$ cat src/rtl/mux4_rr_arbiter_pkg.sv
// Shared types, constants and helpers for the 4-way round-robin mux arbiter.
// Latency: n/a (declarations only).
// Backpressure: n/a.
package mux4_rr_arbiter_pkg;

  localparam int NUM_REQ = 4;
  localparam int SEL_W   = 2;

  typedef enum logic {
    IDLE = 1'b0,
    BUSY = 1'b1
  } state_t;

  // One-hot vector with only bit idx set.
  function automatic logic [NUM_REQ-1:0] onehot4(input logic [SEL_W-1:0] idx);
    logic [NUM_REQ-1:0] v;
    v      = '0;
    v[idx] = 1'b1;
    return v;
  endfunction

endpackage

$ cat src/rtl/mux4_rr_arbiter_if.sv
// Request/data bundle between four requesters and the shared mux arbiter.
// Latency: n/a (wires only).
// Backpressure: none; requesters simply hold req until they see their gnt bit.
interface mux4_rr_arbiter_if;
  import mux4_rr_arbiter_pkg::*;

  logic [NUM_REQ-1:0] req;
  logic [NUM_REQ-1:0] in;
  logic [NUM_REQ-1:0] gnt;
  logic [SEL_W-1:0]   sel;
  logic               valid;
  logic               out;

  // Requester side: drives requests and data, observes grant and mux output.
  modport master (
    output req,
    output in,
    input  gnt,
    input  sel,
    input  valid,
    input  out
  );

  // Arbiter side.
  modport slave (
    input  req,
    input  in,
    output gnt,
    output sel,
    output valid,
    output out
  );

endinterface

$ cat src/rtl/mux4_rr_arbiter_rr_pick4.sv
// Circular first-set search over four candidates starting just after last.
// Latency: combinational.
// Backpressure: none; any=0 when no candidate is set.
module rr_pick4
  import mux4_rr_arbiter_pkg::*;
(
  input  logic [NUM_REQ-1:0] cand_i,
  input  logic [SEL_W-1:0]   last_i,
  output logic [SEL_W-1:0]   idx_o,
  output logic               any_o
);

  // Walk offsets from farthest (last itself) to nearest so the nearest set bit wins.
  always_comb begin
    logic [SEL_W-1:0] pos;
    idx_o = '0;
    any_o = 1'b0;
    pos   = '0;
    for (int k = NUM_REQ; k >= 1; k--) begin
      pos = last_i + SEL_W'(k);
      if (cand_i[pos]) begin
        idx_o = pos;
        any_o = 1'b1;
      end
    end
  end

endmodule

$ cat src/rtl/mux4_rr_arbiter.sv
// Round-robin arbiter owning a 4:1 single-bit mux, with a bounded hold time per owner.
// Latency: request to grant 1 cycle; data path in->out combinational once granted.
// Backpressure: none; an owner is preempted after MAX_HOLD cycles while others wait.
module mux4_rr_arbiter
  import mux4_rr_arbiter_pkg::*;
#(
  parameter int unsigned MAX_HOLD = 8
) (
  input  logic                   clk,
  input  logic                   rst_n,
  mux4_rr_arbiter_if.slave       bus
);

  localparam int unsigned HW = $clog2(MAX_HOLD);
  localparam logic [HW-1:0] HOLD_LAST = HW'(MAX_HOLD - 1);

  state_t             state_q, state_d;
  logic [NUM_REQ-1:0] gnt_q,   gnt_d;
  logic [SEL_W-1:0]   sel_q,   sel_d;
  logic               valid_q, valid_d;
  logic [SEL_W-1:0]   last_q,  last_d;
  logic [HW-1:0]      hold_q,  hold_d;

  logic [NUM_REQ-1:0] cand;
  logic [SEL_W-1:0]   pick_idx;
  logic               pick_any;

  // While busy the owner is excluded so it is never re-picked over a waiter.
  assign cand = (state_q == BUSY) ? (bus.req & ~onehot4(last_q)) : bus.req;

  rr_pick4 u_pick (
    .cand_i (cand),
    .last_i (last_q),
    .idx_o  (pick_idx),
    .any_o  (pick_any)
  );

  // Next-state: initial grant, release/handoff, forced rotation, or keep holding.
  always_comb begin
    state_d = state_q;
    gnt_d   = gnt_q;
    sel_d   = sel_q;
    valid_d = valid_q;
    last_d  = last_q;
    hold_d  = hold_q;
    unique case (state_q)
      IDLE: begin
        if (pick_any) begin
          gnt_d   = onehot4(pick_idx);
          sel_d   = pick_idx;
          valid_d = 1'b1;
          last_d  = pick_idx;
          hold_d  = '0;
          state_d = BUSY;
        end else begin
          gnt_d   = '0;
          valid_d = 1'b0;
        end
      end
      BUSY: begin
        if (!bus.req[last_q]) begin
          // Owner let go: hand straight to a waiter, or fall back to idle.
          if (pick_any) begin
            gnt_d  = onehot4(pick_idx);
            sel_d  = pick_idx;
            last_d = pick_idx;
            hold_d = '0;
          end else begin
            gnt_d   = '0;
            valid_d = 1'b0;
            state_d = IDLE;
          end
        end else if ((hold_q == HOLD_LAST) && pick_any) begin
          gnt_d  = onehot4(pick_idx);
          sel_d  = pick_idx;
          last_d = pick_idx;
          hold_d = '0;
        end else if (hold_q != HOLD_LAST) begin
          hold_d = hold_q + HW'(1);
        end
      end
      default: begin
        state_d = IDLE;
        gnt_d   = '0;
        valid_d = 1'b0;
      end
    endcase
  end

  // State register; reset makes requester 0 the first in line.
  always_ff @(posedge clk) begin
    if (!rst_n) begin
      state_q <= IDLE;
      gnt_q   <= '0;
      sel_q   <= '0;
      valid_q <= 1'b0;
      last_q  <= SEL_W'(NUM_REQ - 1);
      hold_q  <= '0;
    end else begin
      state_q <= state_d;
      gnt_q   <= gnt_d;
      sel_q   <= sel_d;
      valid_q <= valid_d;
      last_q  <= last_d;
      hold_q  <= hold_d;
    end
  end

  assign bus.gnt   = gnt_q;
  assign bus.sel   = sel_q;
  assign bus.valid = valid_q;
  assign bus.out   = valid_q ? bus.in[sel_q] : 1'b0;

endmodule

$ cat src/flat_wrapper.sv
// flat-port wrapper written by rule: the top's interface ports become plain ports
module mux4_rr_arbiter_flat import mux4_rr_arbiter_pkg::*;
#(
  parameter int unsigned MAX_HOLD = 8
)
  (clk, rst_n, bus_req, bus_in, bus_gnt, bus_sel, bus_valid, bus_out);
  mux4_rr_arbiter_if bus_i ();
  input  logic clk;
  input  logic rst_n;
  input wire logic [$bits(bus_i.req)-1:0] bus_req;
  input wire logic [$bits(bus_i.in)-1:0] bus_in;
  output wire logic [$bits(bus_i.gnt)-1:0] bus_gnt;
  output wire logic [$bits(bus_i.sel)-1:0] bus_sel;
  output wire logic [$bits(bus_i.valid)-1:0] bus_valid;
  output wire logic [$bits(bus_i.out)-1:0] bus_out;
  assign bus_i.req = bus_req;
  assign bus_i.in = bus_in;
  assign bus_gnt = bus_i.gnt;
  assign bus_sel = bus_i.sel;
  assign bus_valid = bus_i.valid;
  assign bus_out = bus_i.out;
  mux4_rr_arbiter #(.MAX_HOLD(MAX_HOLD)) u_core (.clk(clk), .rst_n(rst_n), .bus(bus_i));
endmodule
$ cat config.mk
export PLATFORM = sky130hd
export DESIGN_NAME = mux4_rr_arbiter_flat
export DESIGN_NICKNAME = d
export VERILOG_FILES = /design/src/rtl/mux4_rr_arbiter_pkg.sv /design/src/rtl/mux4_rr_arbiter_if.sv /design/src/rtl/mux4_rr_arbiter_rr_pick4.sv /design/src/rtl/mux4_rr_arbiter.sv /design/src/flat_wrapper.sv
export SDC_FILE = /design/constraint.sdc
export NUM_CORES = 1
export LEC_CHECK = 0
export ABC_CLOCK_PERIOD_IN_PS = 2700
export CAP_MARGIN = 40
export CORE_UTILIZATION = 50
export CTS_CLUSTER_SIZE = 14
export DETAILED_ROUTE_END_ITERATION = 10
export PLACE_DENSITY_LB_ADDON = 0.1
export SLEW_MARGIN = 20
export SYNTH_ARGS = -nofsm -noshare
export SYNTH_HDL_FRONTEND = slang
export SYNTH_SLANG_ARGS = --single-unit
$ cat constraint.sdc
create_clock -name clk -period 2.7 [get_ports clk]
set_clock_uncertainty 0.05 [all_clocks]
set_input_delay 0.54 -clock clk [delete_from_list [all_inputs] [get_ports clk]]
set_output_delay 0.54 -clock clk [all_outputs]
set_load 0.005 [all_outputs]
==> run summary <==
Reg clk slew, reported paths: 0.08 ns
First-pass GRT wire length: 3080 um
Mean Syn Cell Area: 9.22 um^2
Leak Pwr: 0.439 nW
Hold depth: 2
Worst Setup Start Kind: input pin
Initial DRC count: 13
GR Util All Layers: 0.216
Clk sink count: 13
Tmin final: 2.56 ns
Synth Register Bits: 13
CTS tree: yes
Endpoints failing hold: 0
Worst Hold End: u_core.bus.valid$_SDFFE_PN0P_
CTS root buf: clkbuf_4
Global-route congestion overflow total: 0
Post-synthesis sequential area ratio: 0.291
Final setup fails: 0
Achievable Freq: 0.390 GHz
Setup CP Type: in -> out
Worst-path fanout max: 1
Post-Syn Area: 895 um^2
Post-CTS Setup Bufs: 0
Worst Path Arrival: 1.97 ns
Avg Vias per Cell: 5.72
Delay-heaviest family, CP: buffers and inverters
Die extent in x: 44.3 um
Worst path slowest cell: mux4_2
Pin count of the biggest net entering global routing: 13
I/O pins: 18
Unique masters post-synth: 41
R2R Path Start: u_core.last_q[0]$_SDFFE_PN1P_
Crit path buf inv count: 2
Synth area leaders: dfxtp_1 29%, ha_1 8.4%, mux4_2 5.0%, a21boi_1 4.2%, inv_1 4.2%
Initial antenna violation count: 0
Post-Route WL: 1900 um
Vias in the first global route: 735
Post-Synthesis Cells: 97
Synth warn: 0
Die height: 44.3 um
Initial Util: 0.561
Hold path start: u_core.bus.valid$_SDFFE_PN0P_
RSZ-0062 raised after global routing: false
Setup TNS: 0 ns
Reg2Reg Depth: 7
Layout area overhead: 23.6%
Fin Hold WS: 0.418 ns
Pwr dens: 853 nW/um^2
CP required: 2.11 ns
Asr flop ratio synth: 0
Max clock buf depth: 2
Post-synth EDFFs: 0
Tcrit/Tclk final: 0.950
CTS Buf Count: 3
Critical Path End Type: output pin
Final Max Tran Viols: 0
Yosys top cell area share: 0.291
R2R setup slack: 0.42 ns
Worst slew pin tran: 0.483 ns
IR drop worst, VDD: 475 uV
Run status: finished clean
Die Footprint: 1960 um^2
Stages on worst setup path: 4
Number of port buffers: 17
Main flop type after synthesis: dfxtp_1
Synthesized net count: 113
Worst hold-check path type: reg -> reg
Diode count: 0
DR vias: 801
Slew margin rel.: 0.678
Core area: 1590 um^2
Max Cap Viol: 0
DPL Wire Length: 1520 um
Later-pin clock latency in the skew report: 0.28 ns
Wire per inst: 13.6 um
Worst stage delay on the critical path: 0.45 ns
Synth area leader: dfxtp_1
Final antenna-violating net count: 0
H-tree levels: 1
Fillers: 124
Post-cts repair resize count: 0
DRC viols: 0
# hold bufs at CTS: 0
Gpl congestion: 0.884
Row count: 14
Final Net Count: 133
Layout cells sized above 1: 0.138
Drt first pass iters: 4
Reg-to-Reg End: u_core.bus.gnt[1]$_SDFFE_PN0P_
Critical-path cell list: clkdlybuf4s50_1, mux4_2, and2_1, clkdlybuf4s50_1
Most numerous cell on the critical path: clkdlybuf4s50_1
-- cell families (layout without fill, tap and decap cells) --
family / Yosys count / in the layout / synth area share
muxes: 3 / 3 / 0.0629
adders and majority gates: 6 / 6 / 0.0839
DFF: 13 / 13 / 0.291
AOI/OAI and AO/OA: 34 / 34 / 0.330
buffers and inverters: 12 / 31 / 0.0587
and+or+nand+nor: 29 / 29 / 0.173
-- worst max path at each step --
stage / end / slack, ns / from
after floorplan: u_core.bus.gnt[1]$_SDFFE_PN0P_ / 0.67 / u_core.last_q[0]$_SDFFE_PN1P_
after global placement: bus_out / 0.14 / bus_in[3]
after global routing: bus_out / 0.09 / bus_in[3]
final: bus_out / 0.14 / bus_in[3]
after CTS: bus_out / 0.12 / bus_in[3]
after detailed placement: bus_out / 0.12 / bus_in[3]
-- layout make-up --
type	count	area, um^2	share of cell area
Timing Repair Buffer	17	170	0.154
Tap cell	24	30.0	0.0271
Inverter	10	37.5	0.0339
Clock buffer	4	26.3	0.0238
Sequential cell	13	260	0.235
Multi-Input combinational cell	72	582	0.526
-- per-layer routing --
layer | track usage | vias to the layer above | share of wire
met2 | 0.344 | 13 | 0.47
met1 | 0.279 | 380 | 0.47
met3 | 0.0735 | 4 | 0.045
met5 | 0 | - | 0
met4 | 0.0545 | 0 | 0.013
li1 | - | 404 | -
-- cell usage after synthesis (all sizes together) (3+ instances only) --
library cell,count
a21boi,9
and2,4
dfxtp,13
ha,6
inv,10
nand2,4
nand3,4
nor2,10
o21ai,4
o221ai,3
o32ai,3
-- state kept, by name, summed over array words and instances, names as in the netlist --
name,count
u_core.bus.sel,2
u_core.last_q,2
u_core.bus.valid,1
u_core.bus.gnt,4
u_core.hold_q,3
u_core.state_q,1
-- worst min-delay path, delay by kind of cell (launching register included) --
| kind | cells | cell delay, ns |
|---|---|---|
| AOI/OAI and AO/OA | 1 | 0.04 |
| DFF | 1 | 0.33 |
| buffers and inverters | 1 | 0.05 |
-- cell usage in the layout (no fill, tap or decap), types with 2 or more instances in the layout --
master and n:
a21boi_0 3, a21boi_1 5, nand2_1 3, dfxtp_1 13, and2_1 3, o221ai_1 3, nand3_1 3, clkbuf_4 3
a32o_1 2, nand2b_1 2, inv_1 10, nor2_1 10, clkdlybuf4s50_1 17, nor2b_1 2, o21ai_0 3, mux4_2 2
ha_1 6, o32ai_2 2
-- metrics by stage --
stage          worst slack [ns]  power, mW  cell area (um^2)  std cells   util
6_report                  0.135      0.944              1110        140  0.694
5_1_grt                  0.0902       1.02              1110        140  0.694
4_1_cts                   0.122      0.949              1110        140  0.694
3_5_place_dp              0.122      0.823              1080        136  0.677
3_3_place_gp              0.140      0.813              1080        136  0.677
2_1_floorplan             0.671      0.658               895         97      -
-- report_power, final --
group	internal, mW	switching [mW]	total, mW
Clock	0.0574	0.0626	0.120
Combinational	0.266	0.250	0.517
Sequential	0.246	0.0605	0.307
Note: power is estimated with default switching activity, not from simulation.
